===== config.mk =====
export PLATFORM = sky130hd
export DESIGN_NAME = frame_plotter
export DESIGN_NICKNAME = d
export VERILOG_FILES = /design/src/rtl/frame_plotter.sv
export SDC_FILE = /design/constraint.sdc
export NUM_CORES = 1
export LEC_CHECK = 0
export ABC_AREA = 1
export CAP_MARGIN = 20
export CORE_UTILIZATION = 40
export DETAILED_ROUTE_END_ITERATION = 8
export DONT_BUFFER_PORTS = 1
export PLACE_DENSITY = 0.51
export SYNTH_ARGS = -nofsm -noshare
export SYNTH_HDL_FRONTEND = slang
export SYNTH_SLANG_ARGS = --single-unit

===== constraint.sdc =====
create_clock -name clk -period 4.2 [get_ports clk]
set_input_delay 0.84 -clock clk [delete_from_list [all_inputs] [get_ports clk]]
set_output_delay 0.84 -clock clk [all_outputs]
set_load 0.005 [all_outputs]

===== src/rtl/frame_plotter.sv =====
// Pixel sink: FIFO-queued plot requests drain to the VGA write port; owns the per-frame clear sweep.
// Optional input clipping is enabled by defining FRAME_PLOTTER_CLIP_EN.
module frame_plotter #(
    parameter int          SCREEN_W   = 160,
    parameter int          SCREEN_H   = 120,
    parameter int          FIFO_DEPTH = 16,
    parameter logic [2:0]  BG_COLOR   = 3'b000
) (
    input  logic        clk,
    input  logic        reset_n,
    input  logic [9:0]  x,
    input  logic [9:0]  y,
    input  logic [2:0]  color,
    input  logic        plot,
    input  logic        clear_req,
    output logic        in_ready,
    output logic [9:0]  vga_x,
    output logic [9:0]  vga_y,
    output logic [2:0]  vga_color,
    output logic        vga_plot,
    output logic        clear_busy,
    output logic        frame_done,
    output logic        overflow
);
    localparam int AW = $clog2(FIFO_DEPTH);

    typedef struct packed {
        logic [9:0] x;
        logic [9:0] y;
        logic [2:0] color;
    } pix_t;

    typedef enum logic [1:0] {IDLE, CLEAR, DRAIN} state_t;

    state_t         state, state_nx;
    pix_t           mem [FIFO_DEPTH];
    pix_t           head;
    logic [AW-1:0]  wr_ptr, rd_ptr;
    logic [AW:0]    count, count_nx;
    logic [9:0]     cx, cy;
    logic           clear_pend;
    logic           clip_pass, push, drop, pop;
    logic           start_clear, sweep_last;

`ifdef FRAME_PLOTTER_CLIP_EN
    assign clip_pass = (x < 10'(SCREEN_W)) && (y < 10'(SCREEN_H));
`else
    assign clip_pass = 1'b1;
`endif

    assign in_ready    = (count != (AW+1)'(FIFO_DEPTH));
    assign push        = plot & in_ready & clip_pass;
    assign drop        = plot & ~in_ready & clip_pass;
    assign start_clear = (state == IDLE) && (clear_req || clear_pend);
    assign sweep_last  = (state == CLEAR) && (cx == 10'(SCREEN_W-1)) && (cy == 10'(SCREEN_H-1));
    assign clear_busy  = (state == CLEAR);
    assign head        = mem[rd_ptr];

    // IDLE pops directly so a lone pixel reaches the adapter one edge after it is queued.
    always_comb begin
        state_nx = state;
        pop      = 1'b0;
        count_nx = count;
        case (state)
            IDLE: begin
                if (start_clear) begin
                    state_nx = CLEAR;
                end else if (count != '0) begin
                    pop = 1'b1;
                end
            end
            DRAIN:   pop = (count != '0);
            default: ;
        endcase
        count_nx = count + {{AW{1'b0}}, push} - {{AW{1'b0}}, pop};
        if (pop || sweep_last)
            state_nx = (count_nx != '0) ? DRAIN : IDLE;
    end

    always_ff @(posedge clk or negedge reset_n) begin
        if (!reset_n) begin
            state      <= IDLE;
            wr_ptr     <= '0;
            rd_ptr     <= '0;
            count      <= '0;
            cx         <= '0;
            cy         <= '0;
            clear_pend <= 1'b0;
            frame_done <= 1'b0;
            overflow   <= 1'b0;
        end else begin
            state      <= state_nx;
            count      <= count_nx;
            frame_done <= sweep_last;
            overflow   <= drop | (overflow & ~sweep_last);
            if (push) wr_ptr <= wr_ptr + 1'b1;
            if (pop)  rd_ptr <= rd_ptr + 1'b1;
            // A clear requested mid-drain waits until the queue empties.
            if (start_clear)
                clear_pend <= 1'b0;
            else if (clear_req && state == DRAIN)
                clear_pend <= 1'b1;
            if (start_clear) begin
                cx <= '0;
                cy <= '0;
            end else if (state == CLEAR) begin
                if (cx == 10'(SCREEN_W-1)) begin
                    cx <= '0;
                    cy <= cy + 1'b1;
                end else begin
                    cx <= cx + 1'b1;
                end
            end
        end
    end

    always_ff @(posedge clk) begin
        if (push) mem[wr_ptr] <= '{x: x, y: y, color: color};
    end

    always_ff @(posedge clk or negedge reset_n) begin
        if (!reset_n) begin
            vga_x     <= '0;
            vga_y     <= '0;
            vga_color <= '0;
            vga_plot  <= 1'b0;
        end else if (state == CLEAR) begin
            vga_x     <= cx;
            vga_y     <= cy;
            vga_color <= BG_COLOR;
            vga_plot  <= 1'b1;
        end else if (pop) begin
            vga_x     <= head.x;
            vga_y     <= head.y;
            vga_color <= head.color;
            vga_plot  <= 1'b1;
        end else begin
            vga_plot  <= 1'b0;
        end
    end

endmodule


==> results of run 1 <==
==> power by group <==
part | switching [W] | leakage, nW | total, W | internal (W)
Clock | 0.00169 | 0.716 | 0.00390 | 0.00221
Combinational | 0.00323 | 4.27 | 0.00446 | 0.00123
Sequential | 0.000299 | 4.10 | 0.00547 | 0.00517
Total | 0.00522 | 9.09 | 0.0138 | 0.00861
==> per-layer routing <==
| layer | share of wire, % | vias up | wire length [um] |
|---|---|---|---|
| li1 | - | 6125 | - |
| met1 | 46 | 6080 | 22400 |
| met2 | 46 | 314 | 22400 |
| met3 | 5.5 | 76 | 2700 |
| met4 | 2.8 | 0 | 1350 |
| met5 | 0 | - | 0 |
==> cell type report <==
class	count	area, sq um	area share (%)
clock buffer	54	1220	5.79
inverter	317	1190	5.66
sequential	430	12600	59.7
multi-input combinational	1076	4880	23.1
tap	607	759	3.60
timing repair buffer	29	250	1.18
clock inverter	31	209	0.989
==> timing repair <==
item                      in CTS  in global routing
resized for setup              0                  0
hold buffers                   1                  0
hold endpoints to repair      62                  0
==> worst paths after layout <==
path                                    endpoint  slack (ns)  depth (start not counted)
hold reg to reg               overflow$_DFF_PN0_        0.51                          2
setup reg to reg           mem[12][14]$_DFFE_PP_        1.43                          8
hold / removal             rd_ptr[3]$_DFFE_PN0P_        0.14                          1
min in group clk             mem[8][4]$_DFFE_PP_        0.34                          0
max in group asynchronous  rd_ptr[0]$_DFFE_PN0P_        3.75                          1
setup / recovery           mem[12][14]$_DFFE_PP_        1.43                          8
==> cell usage after synthesis (9+ instances only) <==
library cell	n
clkbuf_1	19
inv_1	295
clkinv_1	14
edfxtp_1	368
dfrtp_1	62
xor2_1	9
buf_4	17
a21oi_1	10
nand2_1	650
ha_1	13
buf_6	9
buf_2	30
nand3_1	279
nor2_1	50
o21ai_0	17
==> registers in the layout, summed over array words and instances, names as in the netlist <==
signal,count
clear_pend,1
state,2
overflow,1
wr_ptr,4
mem,368
frame_done,1
cy,10
rd_ptr,4
count,5
cx,10
vga_y,10
vga_color,3
vga_plot,1
vga_x,10
==> cell families after synthesis <==
logic type	after synthesis
AND/OR/NAND/NOR	1012
buffers and inverters	398
AO/OA/AOI/OAI	38
adder cells (fa/ha/maj)	14
flip-flops	430
XOR/XNOR	12
==> stage by stage <==
stage / hold WS (ns) / instance area, sq um / total power (W) / setup slack (ns)
2_1_floorplan: 0.472 / 19000 / 0.00866 / 1.16
3_3_place_gp: 0.504 / 19700 / 0.0100 / 1.21
3_5_place_dp: 0.504 / 19700 / 0.0101 / 1.23
4_1_cts: 0.129 / 21100 / 0.0140 / 1.40
5_1_grt: 0.154 / 21100 / 0.0147 / 1.26
6_report: 0.136 / 21100 / 0.0138 / 1.43
==> results_dict.tcl, run 1 <==
set metrics [dict create \
    worst_ir_drop_vdd_uv 407 \
    port-buffer-count 0 \
    post_cts.repair.setup_buffers 0 \
    tightestPinTransition_ns 1.04 \
    cts_tree "yes" \
    timing.fmax_mhz 360 \
    ys_ff_latch 430 \
    die_y_um 220 \
    path_buf_inv 3 \
    clock-sinks 430 \
    yosys.area_share.xor_xnor_pct 0.553 \
    groute.layer.met1.usage_pct 29.3 \
    grtUsageTotal_pct 21.0 \
    maxSlewHeadroom_pct 30.4 \
    commonest_cells_after_routing_fill_and_taps_aside "650 x nand2_1, 368 x edfxtp_1, 294 x inv_1" \
    critPathCaptureType "register" \
    grt_antenna_before_repair 0 \
    synth-edff-count 368 \
    postLayoutCoreUtil_pct 45.2 \
    combinational_family_with_the_most_area_after_synthesis "simple AND/OR/NAND/NOR gates" \
    detail_route.drc_violations 3 \
    routed_via_density 4.95 \
    synth-adder-area-share_pct 0.960 \
    final_setup_skew_ns 0.0275 \
    ios 55 \
    holdCritPathClass "in2async" \
    yosys-top-cells-area "edfxtp_1 58%, nand2_1 13%, dfrtp_1 8.2%" \
    grt_busiest_layer "met2" \
    grt_use_met2_pct 32.9 \
    maximum_number_of_pins_on_one_net_before_global_route_repair 102 \
    die_w_um 220 \
    final-hold-violation-count 0 \
    post-dp-hpwl_um 27700 \
    violations "DRC" \
    synth_area_in_compound_gates_pct 1.16 \
    synth.net_count 1945 \
    num_antenna_cells 0 \
    global_route_wire_length_before_repair_um 74900 \
    netlist.area_leader.share_pct 58.1 \
    drt_first_pass_iters 7 \
    ys_async_sr_fraction_pct 14.4 \
    period_share_pct 66.1 \
    grt_util_met3_pct 3.75 \
    die-area_sq_um 48400 \
    yosysSeqAreaShare_pct 66.3 \
    outcome "finished, violations left" \
    avgSynthCellArea_sq_um 9.99 \
    cp_data_arrival_time_ns 3.02 \
    unrepaired_setup_endpoints_after_global_routing "no" \
    unique_masters_post_synth 36 \
    aggregate_routed_wire_length_um 48800 \
    synth_simple_gate_area_share_pct 22.3 \
    gp_congestion 0.777 \
    core_area_sq_um 46800 \
    detail_route.wl_per_cell_um 19.2 \
    first_global_vias 12175 \
    clock_insertion_delay_worst_skew_ns 0.59 \
    synth_mux_area_share_pct 0 \
    critical_path.slowest_cell "nor2_4" \
    floorplan.initialDensity_pct 40.7 \
    cp.required_ns 4.44 \
    sequence_of_cells_on_the_critical_path "inv_1 > ha_1 > nand4_1 > nand2_1 > inv_1 > nand2_1 > nor2_4 > buf_4" \
    maxSlewViolCount 0 \
    layout.cells.most_common "nand2_1" \
    cellLeakagePower_nw 9.09 \
    instances_no_fill 2544 \
    globalRouteOverflowTotal 0 \
    clock_root_buffer "clkbuf_16" \
    criticalPathCategory "reg2reg" \
    critPathTopFamily "simple AND/OR/NAND/NOR gates" \
    post_route_cells_drive_above_1_share_pct 7.12 \
    layout.nets 1943 \
    number_of_warnings_issued_by_yosys 0 \
    drt.antenna.violating_nets 0 \
    synth_area_sq_um 19000 \
    r2r_start "count[2]$_DFF_PN0_" \
    synth_cells 1904 \
    synth.largest_area_cell "edfxtp_1" \
    drtIter0Drc 1003 \
    ctsLongestPathBuffers 3 \
    power_per_cell_area_nw_per_um2 655 \
    fillers 4427 \
    start_kind "register" \
    worst_setup_path_startpoint "count[2]$_DFF_PN0_" \
    slowest_delay_ns 0.53 \
    finalWorstPathRequiredPeriod_ns 2.77 \
    postSynth.topFlopCell "edfxtp_1" \
    core.rowCount 79 \
    placed_cell_count 2458 \
    dr_vias 12595 \
    cts_buffers 48 \
    timing.setup.tns_ns 0 \
    cts_max_level 2 \
    timing.final.setup_violations 0 \
    drv.max_cap_violation_count 0 \
    clkTransAtPathRegs_ns 0.06 \
    worst-path-max-fanout 14 \
    synthToLayoutAreaGrowth_pct 11.0 \
]
Note: power is estimated with default switching activity, not from simulation.
==> inputs of run 2 (changes only) <==
==> constraint.sdc (replaced) <==
create_clock -name clk -period 2.6 [get_ports clk]
set_input_delay 0.52 -clock clk [delete_from_list [all_inputs] [get_ports clk]]
set_output_delay 0.52 -clock clk [all_outputs]
set_load 0.005 [all_outputs]
==> results_dict.tcl, run 2 (synthesis gave the netlist of run 1 again) <==
set metrics [dict create \
    outcome "finished, violations left" \
    violations "DRC" \
    period_share_pct 95.1 \
    aggregate_routed_wire_length_um 48100 \
    detail_route.drc_violations 5 \
    cts_buffers 49 \
    timing.fmax_mhz 405 \
    commonest_cells_after_routing_fill_and_taps_aside "649 x nand2_1, 368 x edfxtp_1, 292 x inv_1" \
    clock_root_buffer "clkbuf_16" \
    post-dp-hpwl_um 28400 \
    clock-sinks 430 \
    cts_max_level 2 \
    criticalPathCategory "reg2reg" \
    critPathCaptureType "register" \
    critPathMostFrequentCell "nand2_1" \
    cp_data_arrival_time_ns 2.93 \
    routed_via_density 4.86 \
    globalRouteOverflowTotal 0 \
    tightestPinTransition_ns 0.773 \
    grt_antenna_before_repair 0 \
    floorplan.initialDensity_pct 40.7 \
    die_y_um 220 \
    die_w_um 220 \
    placedInstanceArea_sq_um 20100 \
    worst_ir_drop_vdd_uv 512 \
    finalWorstPathRequiredPeriod_ns 2.47 \
    detail_route.wl_per_cell_um 18.6 \
    ios 55 \
    finish.instance_area_sq_um 21900 \
    start_kind "register" \
    drtIter0Drc 830 \
    dr_vias 12579 \
    global_route_wire_length_before_repair_um 73600 \
    fin_worst_hold_slack_ns 0.0217 \
    maximum_number_of_pins_on_one_net_before_global_route_repair 75 \
    fillers 4331 \
    drt.antenna.violating_nets 0 \
    maxSlewHeadroom_pct 48.4 \
    timing.final.setup_violations 0 \
    cp.required_ns 3.06 \
    die-area_sq_um 48400 \
    critical_path.slowest_cell "dfrtp_1" \
    largest_register_ffs 368 \
    slowest_delay_ns 0.40 \
    clock_insertion_delay_worst_skew_ns 0.59 \
    maxSlewViolCount 0 \
    gp_congestion 0.812 \
    final-hold-violation-count 0 \
    synthToLayoutAreaGrowth_pct 15.0 \
    post_route_cells_drive_above_1_share_pct 8.83 \
    largest_register "mem" \
    port-buffer-count 0 \
    power_per_cell_area_nw_per_um2 1070 \
    postLayoutCoreUtil_pct 46.8 \
    cellLeakagePower_nw 9.40 \
    timing.setup.tns_ns 0 \
    worst-path-max-fanout 2 \
    num_antenna_cells 0 \
    layout.nets 1983 \
    core.rowCount 79 \
    clkTransAtPathRegs_ns 0.06 \
    core_area_sq_um 46800 \
    first_global_vias 12187 \
    final_setup_skew_ns 0.0275 \
    drv.max_cap_violation_count 0 \
    layout.cells.most_common "nand2_1" \
    ctsLongestPathBuffers 3 \
    cts_tree "yes" \
    grtUsageTotal_pct 20.5 \
    sequence_of_cells_on_the_critical_path "inv_2 > ha_4 > nand4_1 > nand2_2 > inv_4 > ha_1 > inv_1 > ha_2 > inv_1 > fa_2 > nand3b_1 > nand2_1 > nand2_1 > nand2_2 > nand3_1 > nand2_1 > nand2_1" \
    drt_first_pass_iters 9 \
    holdCritPathClass "in2reg" \
]
run 2: cell count changes in the layout (fill, tap and decap cells not counted), moves of 2 or more:
cell	previous run	this run
buf_12	1	20
buf_4	27	37
clkbuf_1	6	16
dlygate4sd3_1	0	10
clkinv_2	14	5
clkbuf_8	0	5
clkinv_1	26	21
clkbuf_16	48	51
bufinv_16	2	4
ha_1	13	11
inv_1	294	292
run 2: worst paths after layout:
path	slack [ns]	depth (start not counted)	startpoint	end
max	0.13	17	count[2]$_DFF_PN0_	state[1]$_DFFE_PN0P_
min	0.02	0	x[4]	mem[0][17]$_DFFE_PP_
max reg2reg	0.13	17	count[2]$_DFF_PN0_	state[1]$_DFFE_PN0P_
min reg2reg	0.52	2	vga_color[0]$_DFFE_PN0P_	vga_color[0]$_DFFE_PN0P_
max in group asynchronous	1.80	2	reset_n	rd_ptr[0]$_DFFE_PN0P_
min in group asynchronous	0.47	2	reset_n	vga_y[8]$_DFFE_PN0P_
run 2: final cells by class:
| cell class | count | area (sq um) | area share, % |
|---|---|---|---|
| Sequential cell | 430 | 12600 | 57.7 |
| Multi-Input combinational cell | 1076 | 4900 | 22.4 |
| Clock buffer | 72 | 1410 | 6.42 |
| Inverter | 317 | 1200 | 5.48 |
| Timing Repair Buffer | 68 | 806 | 3.68 |
| Tap cell | 607 | 759 | 3.47 |
| Clock inverter | 18 | 188 | 0.858 |
run 2: metal layers:
layer  part of all wire [%]  global-route usage [%]
met2                     48                    34.0
met4                    2.5                    6.48
met5                      0                       0
met1                     45                    27.3
met3                    4.8                    3.31
run 2: repair_timing:
item / in CTS / in global routing
setup buffers: 0 / 1
resized for setup: 0 / 8
endpoints found under the hold margin: 77 / 0
setup endpoints to repair: 0 / 1
hold buffers: 11 / 0
run 2: metrics by stage:
stage / worst slack [ns] / instances / total power [W]
after floorplan: 0.00577 / 1904 / 0.0140
after global placement: 0.0224 / 2486 / 0.0165
after detailed placement: 0.0445 / 2486 / 0.0166
after CTS: 0.0289 / 2587 / 0.0235
after global routing: -0.00878 / 2588 / 0.0247
final: 0.128 / 2588 / 0.0233
run 2: report_power, final:
| group | switching (W) | internal (W) |
|---|---|---|
| combinational | 0.00522 | 0.00236 |
| sequential | 0.000507 | 0.00836 |
| clock | 0.00273 | 0.00412 |
run 2: critical path, delay by kind of cell, from the launching register on:
family / cells / cell delay [ns]
flops: 1 / 0.40
buf+inv: 4 / 0.23
fa+ha+maj: 4 / 0.89
simple gates: 9 / 0.85
==> inputs of run 3 (changes only) <==
==> constraint.sdc (replaced) <==
create_clock -name clk -period 2.6 [get_ports clk]
set_input_delay 0.52 -clock clk [delete_from_list [all_inputs] [get_ports clk]]
set_output_delay 0.52 -clock clk [all_outputs]
set_load 0.01 [all_outputs]
==> results_dict.tcl, run 3 (synthesis gave the netlist of run 1 again) <==
set metrics [dict create \
    outcome "finished, violations left" \
    violations "DRC" \
    maxSlewViolCount 0 \
    floorplan.initialDensity_pct 40.7 \
    drtIter0Drc 898 \
    post_route_cells_drive_above_1_share_pct 8.82 \
    num_antenna_cells 0 \
    global_route_wire_length_before_repair_um 75300 \
    post-dp-hpwl_um 28600 \
    detail_route.drc_violations 10 \
    holdCritPathClass "in2reg" \
    path_buf_inv 5 \
    globalRouteOverflowTotal 0 \
    cts_tree "yes" \
    cp_data_arrival_time_ns 2.89 \
    die_w_um 220 \
    slowest_delay_ns 0.51 \
    final-hold-violation-count 0 \
    core_area_sq_um 46800 \
    cts_max_level 2 \
    timing.setup.tns_ns 0 \
    critPathTopFamily "adder cells" \
    drt.antenna.violating_nets 0 \
    cts_buffers 48 \
    port-buffer-count 0 \
    aggregate_routed_wire_length_um 49000 \
    ios 55 \
    critPathCaptureType "register" \
    period_share_pct 93.4 \
    grtUsageTotal_pct 21.0 \
    power_per_cell_area_nw_per_um2 1050 \
    critical_path.slowest_cell "fa_2" \
    placement.setup.worst_slack_ns 0.0357 \
    clkTransAtPathRegs_ns 0.06 \
    finalWorstPathRequiredPeriod_ns 2.43 \
    routed_via_density 4.87 \
    largest_register "mem" \
    setup_slack_ns 0.171 \
    tightestPinTransition_ns 0.875 \
    cp.required_ns 3.06 \
    maxSlewHeadroom_pct 41.6 \
    timing.final.setup_violations 0 \
    first_global_vias 12424 \
    fillers 4423 \
    detail_route.wl_per_cell_um 18.9 \
    layout.cells.most_common "nand2_1" \
    gp_congestion 0.815 \
    clock_insertion_delay_worst_skew_ns 0.58 \
    dr_vias 12611 \
    critPathMostFrequentCell "inv_1" \
    layout.nets 1990 \
    maximum_number_of_pins_on_one_net_before_global_route_repair 83 \
    criticalPathCategory "reg2reg" \
    timing.fmax_mhz 412 \
    commonest_cells_after_routing_fill_and_taps_aside "649 x nand2_1, 368 x edfxtp_1, 292 x inv_1" \
    sequence_of_cells_on_the_critical_path "inv_2 > ha_4 > nand4_1 > nand2_2 > inv_4 > ha_1 > inv_1 > ha_2 > inv_1 > fa_2 > inv_1 > nor3_2 > nand3_1 > nand2_1 > nand2_1" \
    drt_first_pass_iters 9 \
    core.rowCount 79 \
    ctsLongestPathBuffers 3 \
    synthToLayoutAreaGrowth_pct 15.0 \
    grt_antenna_before_repair 0 \
    cellLeakagePower_nw 9.40 \
    clock-sinks 430 \
    drv.max_cap_violation_count 0 \
    worst_ir_drop_vdd_uv 499 \
    worst-path-max-fanout 2 \
    largest_register_ffs 368 \
    clock_root_buffer "clkbuf_16" \
    start_kind "register" \
    die-area_sq_um 48400 \
    die_y_um 220 \
    final_setup_skew_ns 0.0211 \
]
run 3: cell count changes in the layout (fill, tap and decap cells not counted):
cell	change
dlygate4sd3_1	+10
clkinv_2	+3
buf_12	-1
clkbuf_16	-1
clkinv_8	+1
clkinvlp_4	-1
clkbuf_1	-6
clkinv_1	-1
buf_4	-1
clkbuf_8	+4
inv_6	-1
bufinv_16	-3
run 3: through the flow:
stage	cell area [sq um]	std cells	hold WS, ns	power, W	util, %
2_1_floorplan	19000	1904	0.224	0.0140	-
3_3_place_gp	20100	2484	0.226	0.0165	43.0
3_5_place_dp	20100	2484	0.226	0.0166	43.0
4_1_cts	21800	2590	0.0000194	0.0233	46.7
5_1_grt	21900	2591	0.0000563	0.0245	46.8
6_report	21900	2591	0.0292	0.0230	46.8
run 3: cell type report:
cell class                 count  area (sq um)  area share, %
clock inverter                16           109          0.498
sequential                   430         12600           57.7
multi-input combinational   1076          4900           22.4
inverter                     317          1200           5.47
timing repair buffer          76           878           4.02
tap                          607           759           3.47
clock buffer                  69          1410           6.46
run 3: metal layers:
layer | track usage (%) | vias to the layer above | part of all wire, %
li1 | - | 6209 | -
met4 | 5.63 | 0 | 2.1
met3 | 4.13 | 65 | 5.4
met1 | 27.8 | 6062 | 44
met5 | 0 | - | 0
met2 | 35.2 | 275 | 48
run 3: timing repair:
action | 4_1_cts | 5_1_grt
hold buffers | 21 | 0
setup buffers | 0 | 1
setup endpoints to repair | 0 | 2
gates resized for setup | 0 | 8
hold endpoints to repair | 137 | 0
run 3: worst paths after layout:
| path | from | endpoint | slack, ns | depth (start not counted) |
|---|---|---|---|---|
| max | count[2]$_DFF_PN0_ | state[1]$_DFFE_PN0P_ | 0.17 | 15 |
| max in group asynchronous | reset_n | rd_ptr[0]$_DFFE_PN0P_ | 1.76 | 2 |
| min | y[0] | mem[15][3]$_DFFE_PP_ | 0.03 | 0 |
| max reg2reg | count[2]$_DFF_PN0_ | state[1]$_DFFE_PN0P_ | 0.17 | 15 |
| min reg2reg | cx[0]$_DFFE_PN0P_ | cx[0]$_DFFE_PN0P_ | 0.53 | 1 |
| min in group asynchronous | reset_n | vga_y[5]$_DFFE_PN0P_ | 0.54 | 2 |
run 3: power breakdown:
| part | switching, W | internal (W) | leakage (nW) |
|---|---|---|---|
| Clock | 0.00272 | 0.00385 | 0.754 |
| Combinational | 0.00522 | 0.00234 | 4.54 |
| Sequential | 0.000543 | 0.00835 | 4.10 |
